`config.mk`:
```
export PLATFORM = sky130hd
export DESIGN_NAME = fifo_rd_stream
export DESIGN_NICKNAME = d
export VERILOG_FILES = /design/src/rtl/fifo_rd_stream_pkg.sv /design/src/rtl/fifo_rd_stream_skid_buf.sv /design/src/rtl/fifo_rd_stream.sv
export SDC_FILE = /design/constraint.sdc
export NUM_CORES = 1
export LEC_CHECK = 0
export BUFFER_PORTS_ARGS = -buffer_cell sky130_fd_sc_hd__buf_2
export CORE_MARGIN = 1.5
export CORE_UTILIZATION = 25
export DETAILED_ROUTE_END_ITERATION = 8
export GPL_TIMING_DRIVEN = 0
export MAX_ROUTING_LAYER = met4
export SYNTH_ARGS = -nofsm -noshare
export SYNTH_HDL_FRONTEND = slang
export SYNTH_SLANG_ARGS = --single-unit
export TNS_END_PERCENT = 10
```
`constraint.sdc`:
```
create_clock -name r_clk -period 3.8 [get_ports r_clk]
set_input_delay 0.19 -clock r_clk [delete_from_list [all_inputs] [get_ports r_clk]]
set_output_delay 0.19 -clock r_clk [all_outputs]
set_load 0.01 [all_outputs]
```
`src/rtl/fifo_rd_stream_pkg.sv`:
```
// Shared definitions for the FIFO read-side drain stage: FSM encodings and
// default widths.
package fifo_rd_stream_pkg;

  localparam logic [0:0] ST_RUN   = 1'b0;
  localparam logic [0:0] ST_FLUSH = 1'b1;

  localparam int CNT_WIDTH_DEF = 16;
  localparam logic [1:0] BUF_FULL = 2'd2;

endpackage

```
`src/rtl/fifo_rd_stream_skid_buf.sv`:
```
// Two-entry output buffer: push at the tail, retire at the head, clear wins.
// Callers never push into a full buffer or retire from an empty one.
module rd_skid_buf #(
  parameter int DATA_WIDTH = 8
) (
  input  logic                  clk,
  input  logic                  rst,
  input  logic                  clr,
  input  logic                  push,
  input  logic [DATA_WIDTH-1:0] push_data,
  input  logic                  pop,
  output logic [1:0]            cnt,
  output logic [DATA_WIDTH-1:0] head
);

  logic [DATA_WIDTH-1:0] d0;
  logic [DATA_WIDTH-1:0] d1;

  assign head = d0;

  always_ff @(posedge clk) begin
    if (rst || clr) begin
      cnt <= 2'd0;
      d0  <= '0;
      d1  <= '0;
    end else begin
      case ({push, pop})
        2'b11: begin
          // Simultaneous push and retire: occupancy unchanged, entries shift.
          if (cnt == 2'd1) begin
            d0 <= push_data;
          end else begin
            d0 <= d1;
            d1 <= push_data;
          end
        end
        2'b01: begin
          d0  <= d1;
          cnt <= cnt - 2'd1;
        end
        2'b10: begin
          if (cnt == 2'd0) d0 <= push_data;
          else             d1 <= push_data;
          cnt <= cnt + 2'd1;
        end
        default: ;
      endcase
    end
  end

endmodule

```
`src/rtl/fifo_rd_stream.sv`:
```
// FIFO read-side drain stage: pops the read controller into a 2-entry buffer,
// streams it out as valid/ready, supports flushing and keeps pop/drop counts.
module fifo_rd_stream
  import fifo_rd_stream_pkg::*;
#(
  parameter int DATA_WIDTH = 8,
  parameter int CNT_WIDTH  = CNT_WIDTH_DEF
) (
  input  logic                  r_clk,
  input  logic                  r_rst,
  input  logic                  rempty,
  input  logic [DATA_WIDTH-1:0] rdata,
  output logic                  rinc,
  output logic                  m_valid,
  output logic [DATA_WIDTH-1:0] m_data,
  input  logic                  m_ready,
  input  logic                  flush_req,
  output logic                  flush_busy,
  output logic                  flush_done,
  output logic [CNT_WIDTH-1:0]  pop_count,
  output logic [CNT_WIDTH-1:0]  drop_count
);

  // Stream handshake: a word moves when m_valid and m_ready are both high at
  // the rising edge; m_valid/m_data hold stable until that happens.
  logic [0:0] state;
  logic [1:0] cnt;
  logic       run;
  logic       pop;
  logic       xfer;
  logic       flush_start;

  assign run = (state == ST_RUN);

  // rinc sees only rempty and registered state, never m_ready.
  assign rinc        = ~r_rst & ~rempty & (~run | (cnt != BUF_FULL));
  assign pop         = rinc & ~rempty;
  assign m_valid     = run & (cnt != 2'd0);
  assign xfer        = m_valid & m_ready;
  assign flush_start = run & flush_req;
  assign flush_busy  = ~run;
  assign flush_done  = ~run & rempty;

  rd_skid_buf #(
    .DATA_WIDTH(DATA_WIDTH)
  ) u_buf (
    .clk      (r_clk),
    .rst      (r_rst),
    .clr      (flush_start),
    .push     (pop & run),
    .push_data(rdata),
    .pop      (xfer),
    .cnt      (cnt),
    .head     (m_data)
  );

  always_ff @(posedge r_clk) begin
    if (r_rst) begin
      state      <= ST_RUN;
      pop_count  <= '0;
      drop_count <= '0;
    end else begin
      pop_count <= pop_count + CNT_WIDTH'(pop);
      if (flush_start) begin
        // Everything still buffered after this cycle's handshake is lost,
        // including a word popped in this same cycle.
        drop_count <= drop_count + CNT_WIDTH'(cnt) + CNT_WIDTH'(pop) - CNT_WIDTH'(xfer);
        state      <= ST_FLUSH;
      end else if (!run) begin
        drop_count <= drop_count + CNT_WIDTH'(pop);
        if (rempty) state <= ST_RUN;
      end
    end
  end

endmodule

```
Word-level counts from Yosys, hierarchy flattened
Cells that the tools add are included.

storage, ports and cells
  input bits = 13
  bits in registers = 51
  output and inout bits = 44
  logic and storage cells = 54

operators by class
  bitwise gates (word level) = 12
  reduce and logical (&&, ||, !) cells = 9
  multiplexer cells = 12
  add/sub/neg operators = 7
  equality and inequality tests = 8

operator list
  kind                                                   number
  adder 16 x 1 -> 16 bit                                 3
  2-to-1 mux 16 bit                                      2
  2-to-1 mux 8 bit                                       4
  one-hot mux 8 bit (3 select lines)                     1
  adder 16 x 2 -> 16 bit                                 1
  one-hot mux 8 bit (2 select lines)                     1
  subtractor 16 x 1 -> 16 bit                            1
  bitwise AND 1 bit                                      8
  nonzero test 2 bit                                     4
  inequality test 2 bit, second input constant           3
  equality test 2 x 1 -> 1 bit, second input constant    2
  equality test 2 bit, second input constant             2
  one-hot mux 2 bit (2 select lines)                     1
  2-to-1 mux 1 bit                                       3
  NOT 1 bit                                              3
  AND reduction 3 bit                                    1
  nonzero test 3 bit                                     1
  adder 2 x 1 -> 2 bit, second input constant            1
  zero test 2 bit                                        1
  inequality test 2 x 1 -> 1 bit, second input constant  1
  AND reduction 2 bit                                    1
  subtractor 2 x 1 -> 2 bit, second input constant       1
  logical OR 1 bit                                       1
  OR 1 bit                                               1

Depth between registers and ports, before layout
  depth in word-level cells = 8
  gate-level depth with buffers = 14
  depth with buffers taken out = 14

Hierarchy
A second synthesis with hierarchy kept.

second synthesis, totals
  cell total of the unflattened synthesis = 452
  area, all modules = 3,779.9 um2

by module, submodules not included
  module          cells each  area an instance (um2)  instances
  fifo_rd_stream  343         2,722.6                 1
  rd_skid_buf     109         1,057.3                 1

Least setup slack after synthesis
OpenSTA, ideal clock, no wires.

  path type = reg-to-reg
  from = register state (netlist: flush_busy)
  to = register drop_count[8]
  clock period less this slack = 3,491 ps
  path slack = 309 ps
  path buffers = 2
  cell stages (with the launch flop) = 15
  arrival time = 3,390 ps
  data required time = 3,699 ps
  cells stage by stage = dfxtp_1 clkbuf_1 inv_1 clkbuf_1 a211oi_1 inv_1 ha_1 fa_1 fa_1 nor2b_1 o31a_1 o21a_1 o211ai_1 and3b_1 o41ai_1

between the ends
  word-level cells in the longest chain between the ends = 6

ends and longest elaborated chain
  what                                                              line                                        source
  from (decl)                                                       fifo_rd_stream.sv:26                        logic [0:0] state;
  from (signal assigned)                                            fifo_rd_stream.sv:59                        state <= ST_RUN;
  from (signal assigned)                                            fifo_rd_stream.sv:68                        state <= ST_FLUSH;
  from (signal assigned)                                            fifo_rd_stream.sv:71                        if (rempty) state <= ST_RUN;
  OR 1 bit                                                          fifo_rd_stream.sv:36                        assign rinc = ~r_rst & ~rempty & (~run | (cnt != BUF_FULL));
  bitwise AND 1 bit                                                 fifo_rd_stream.sv:36
  bitwise AND 1 bit                                                 fifo_rd_stream.sv:37                        assign pop = rinc & ~rempty;
  adder 16 x 1 -> 16 bit (on tied branches)                         fifo_rd_stream.sv:67, fifo_rd_stream.sv:70
  subtractor 16 x 1 -> 16 bit or 2-to-1 mux 16 bit (tied branches)  fifo_rd_stream.sv:67, fifo_rd_stream.sv:69
  2-to-1 mux 16 bit                                                 fifo_rd_stream.sv:64                        if (flush_start) begin
  to (signal assigned)                                              fifo_rd_stream.sv:67                        drop_count <= drop_count + CNT_WIDTH'(cnt) + CNT_WIDTH'(pop) - CNT_WIDTH'(xfer);
  to (signal assigned)                                              fifo_rd_stream.sv:70                        drop_count <= drop_count + CNT_WIDTH'(pop);
  to (decl)                                                         fifo_rd_stream.sv:21                        output logic [CNT_WIDTH-1:0] drop_count

Several ways; a longest one is shown, not always the timed one. The select of a mux whose other input is x is not followed.
A chain may end at the register's enable or synchronous reset.

Worst setup path after layout
  from = register u_buf.cnt[0]
  to = register drop_count[14]

between the ends
  word-level cells in the longest chain between the ends = 7

ends and longest elaborated chain
  what                                                            line                           source
  from (decl)                                                     fifo_rd_stream_skid_buf.sv:12  output logic [1:0] cnt,
  from (signal assigned)                                          fifo_rd_stream_skid_buf.sv:39  cnt <= cnt - 2'd1;
  from (signal assigned)                                          fifo_rd_stream_skid_buf.sv:44  cnt <= cnt + 2'd1;
  branches (longest 6 deep; another with adder 16 x 2 -> 16 bit)  -
  2-to-1 mux 16 bit (*)                                           fifo_rd_stream.sv:64

Every way passes the cells marked *. The select of a mux whose other input is x is not followed.

==> results.json <==
{
  "synthesis.instances": 438,
  "seq_area_sq_mm": 0.00102,
  "ys_types": 57,
  "synthFlopType": "dfxtp_1",
  "core_area_sq_mm": 0.0139,
  "synthTopCellsByCount": "53 x nor2_1, 51 x dfxtp_1, 39 x a21oi_1",
  "tightest_slew_ns": 0.654,
  "overflow": 0,
  "grt_pass1_vias": 3177,
  "place_ws_ns": -0.291,
  "cts_tree": "built",
  "gp_congestion": 0.828,
  "ir_drop_mv": 0.219,
  "setup-violations-final": 0,
  "die_w_microns": 123,
  "cts_max_path_buffers": 2,
  "hold_path.class": "in -> reg",
  "path_buf_inv": 2,
  "final_util_pct": 30.7,
  "path_cells": "inv_1 -> ha_1 -> a211oi_4 -> inv_1 -> ha_1 -> fa_1 -> fa_1 -> nor2b_1 -> o31a_1 -> o311a_1 -> o21ai_0 -> and2_1 -> o211ai_1",
  "wl_per_cell_microns": 13.9,
  "cts_root_buffer": "clkbuf_16",
  "yosysMostFrequentCell": "nor2_1",
  "diodes": 0,
  "initialDrtViolationCount": 196,
  "clkTransAtPathRegs_ns": 0.08,
  "cts-htree-levels": 2,
  "initial_utilization_pct": 25.7,
  "seq_area_frac_synth_pct": 28.5,
  "nets": 556,
  "syn_avg_cell_area_sq_um": 8.19,
  "dp_hpwl_microns": 7190,
  "fp-row-count": 43,
  "synth_area_sq_mm": 0.00359,
  "holdWs_ns": 0.178,
  "synth_nets": 491,
  "p_per_area_mw_per_mm2": 590,
  "crit_arrival_ns": 3.66,
  "insertion_delay_ns": 0.29,
  "status": "finished, final reports clean",
  "ys_seq_elements": 51,
  "critPathSlowestCell": "fa_1",
  "maxCapViolCount": 0,
  "num_vias": 3392,
  "slew-limit-headroom_pct": 56.4,
  "routed_wl_microns": 9530,
  "drive_gt1_share_pct": 16.7,
  "drc": 0,
  "leakagePower_nw": 1.82,
  "grt_antenna_before_repair": 0,
  "yosys.area.top_type": "dfxtp_1",
  "grt_start_max_net_pins": 19,
  "max_freq_ghz": 0.290,
  "grt_pass1_wl_microns": 15600,
  "cts_num_sinks": 51,
  "cp-start-kind": "flip-flop",
  "critPathTopFamily": "adder cells",
  "yosys_warnings": 0,
  "cts_made_buffers": 5,
  "worstPathMaxFanout": 4,
  "antenna_left": 0,
  "worstPathRequired_ns": 4.02,
  "first_pass_iters": 4,
  "synth.area.top_cells": "dfxtp_1 28%, ha_1 13%, nor2_1 5.5%",
  "finalHoldViolCount": 0,
  "multi_input_area_sq_mm": 0.00237,
  "slew_violations": 0,
  "async_flop_share_pct": 0,
  "layout_min_cycle_time_ns": 3.45,
  "rsz0062_at_grt": "false",
  "dieHeight_microns": 123,
  "endpoint_kind": "flip-flop",
  "viasPerCell": 4.96,
  "synth-edff-count": 0,
  "yosysTopAreaCellShare_pct": 28.5,
  "finalCritPeriodShare_pct": 90.7,
  "finClkSkew_ns": 0.00956,
  "crit_path_max_incr_delay_ns": 0.43,
  "fin_ws_ns": 0.355,
  "port_buffers": 55,
  "pin_count": 57,
  "area_delta_synth_final_pct": 19.5,
  "worst-setup-path-type": "reg -> reg",
  "grtUsageTotal_pct": 13.2,
  "die-area_sq_mm": 0.0151,
  "fillers": 1450
}
[state kept, by name (all words and copies together) (netlist names)]
name	flops
flush_busy	1
u_buf.head	8
drop_count	16
pop_count	16
u_buf.d1	8
u_buf.cnt	2
[per-layer routing]
| metal | vias up | track usage (%) | part of all wire, % |
|---|---|---|---|
| met5 | - | - | 0 |
| met4 | 0 | 1.67 | 0.33 |
| met3 | 5 | 2.56 | 5.2 |
| met2 | 72 | 20.8 | 45 |
| met1 | 1599 | 17.9 | 49 |
| li1 | 1716 | - | - |
[path summary, 6_finish.rpt]
kind                      start        endpoint  slack [ns]  depth (start not counted)
hold / removal         rdata[4]     u_buf.d1[4]        0.18                          3
setup reg to reg   u_buf.cnt[0]  drop_count[14]        0.35                         13
setup / recovery   u_buf.cnt[0]  drop_count[14]        0.35                         13
hold reg to reg   u_buf.head[0]   u_buf.head[0]        0.46                          2
[tightest hold or removal path: stages]
cell	delay, ns
buf_2	0.10
mux2i_1	0.07
nor2_1	0.08
[what timing repair did]
action,CTS,global route
endpoints found under the setup margin,7,5
resized for setup,2,3
setup buffers,0,5
hold buffers,0,0
[cells in the final DEF, fill, tap and decap left out, types with 7 or more instances in the layout]
master / n
buf_2: 56
nor2_1: 53
dfxtp_1: 50
a21oi_1: 39
ha_1: 38
inv_1: 26
nand2_1: 22
o21ai_0: 19
mux2i_1: 18
nand3_1: 12
clkbuf_1: 11
a211oi_1: 9
xor2_1: 9
xnor2_1: 9
a211o_1: 9
nand4_1: 8
a221oi_1: 8
and3_1: 7
a31oi_1: 7
[area by class of cell]
type                            instances  share of cell area (%)
Multi-Input combinational cell        340                    55.3
Sequential cell                        51                    23.9
Timing Repair Buffer                   60                    7.24
Tap cell                              180                    5.26
Clock buffer                            5                    2.92
Inverter                               27                    2.45
Buffer                                 18                    2.28
Clock inverter                          3                   0.584
[stage by stage]
stage	std cells	setup TNS, ns	area [sq um]	power, mW
after CTS	680	0	4240	2.52
after global placement	673	-0.991	4090	2.02
after global routing	684	0	4280	2.74
after floorplan	438	0	3590	1.72
final	684	0	4280	2.53
after detailed placement	673	-1.19	4090	2.05
[kinds of logic after synthesis]
logic type | count (synthesis) | share of synthesized area [%]
flops | 51 | 28.5
buf+inv | 47 | 5.76
fa+ha+maj | 40 | 14.4
compound gates | 123 | 22.7
mux | 18 | 5.02
xor+xnor | 18 | 4.40
simple gates | 141 | 19.3
[report_power, final]
| group | internal (mW) | switching, mW | total, mW |
|---|---|---|---|
| registers | 0.598 | 0.110 | 0.708 |
| logic | 0.603 | 0.752 | 1.35 |
| clock network | 0.249 | 0.216 | 0.466 |
| total | 1.45 | 1.08 | 2.53 |
No activity file was read; power rests on OpenSTA's default activity.
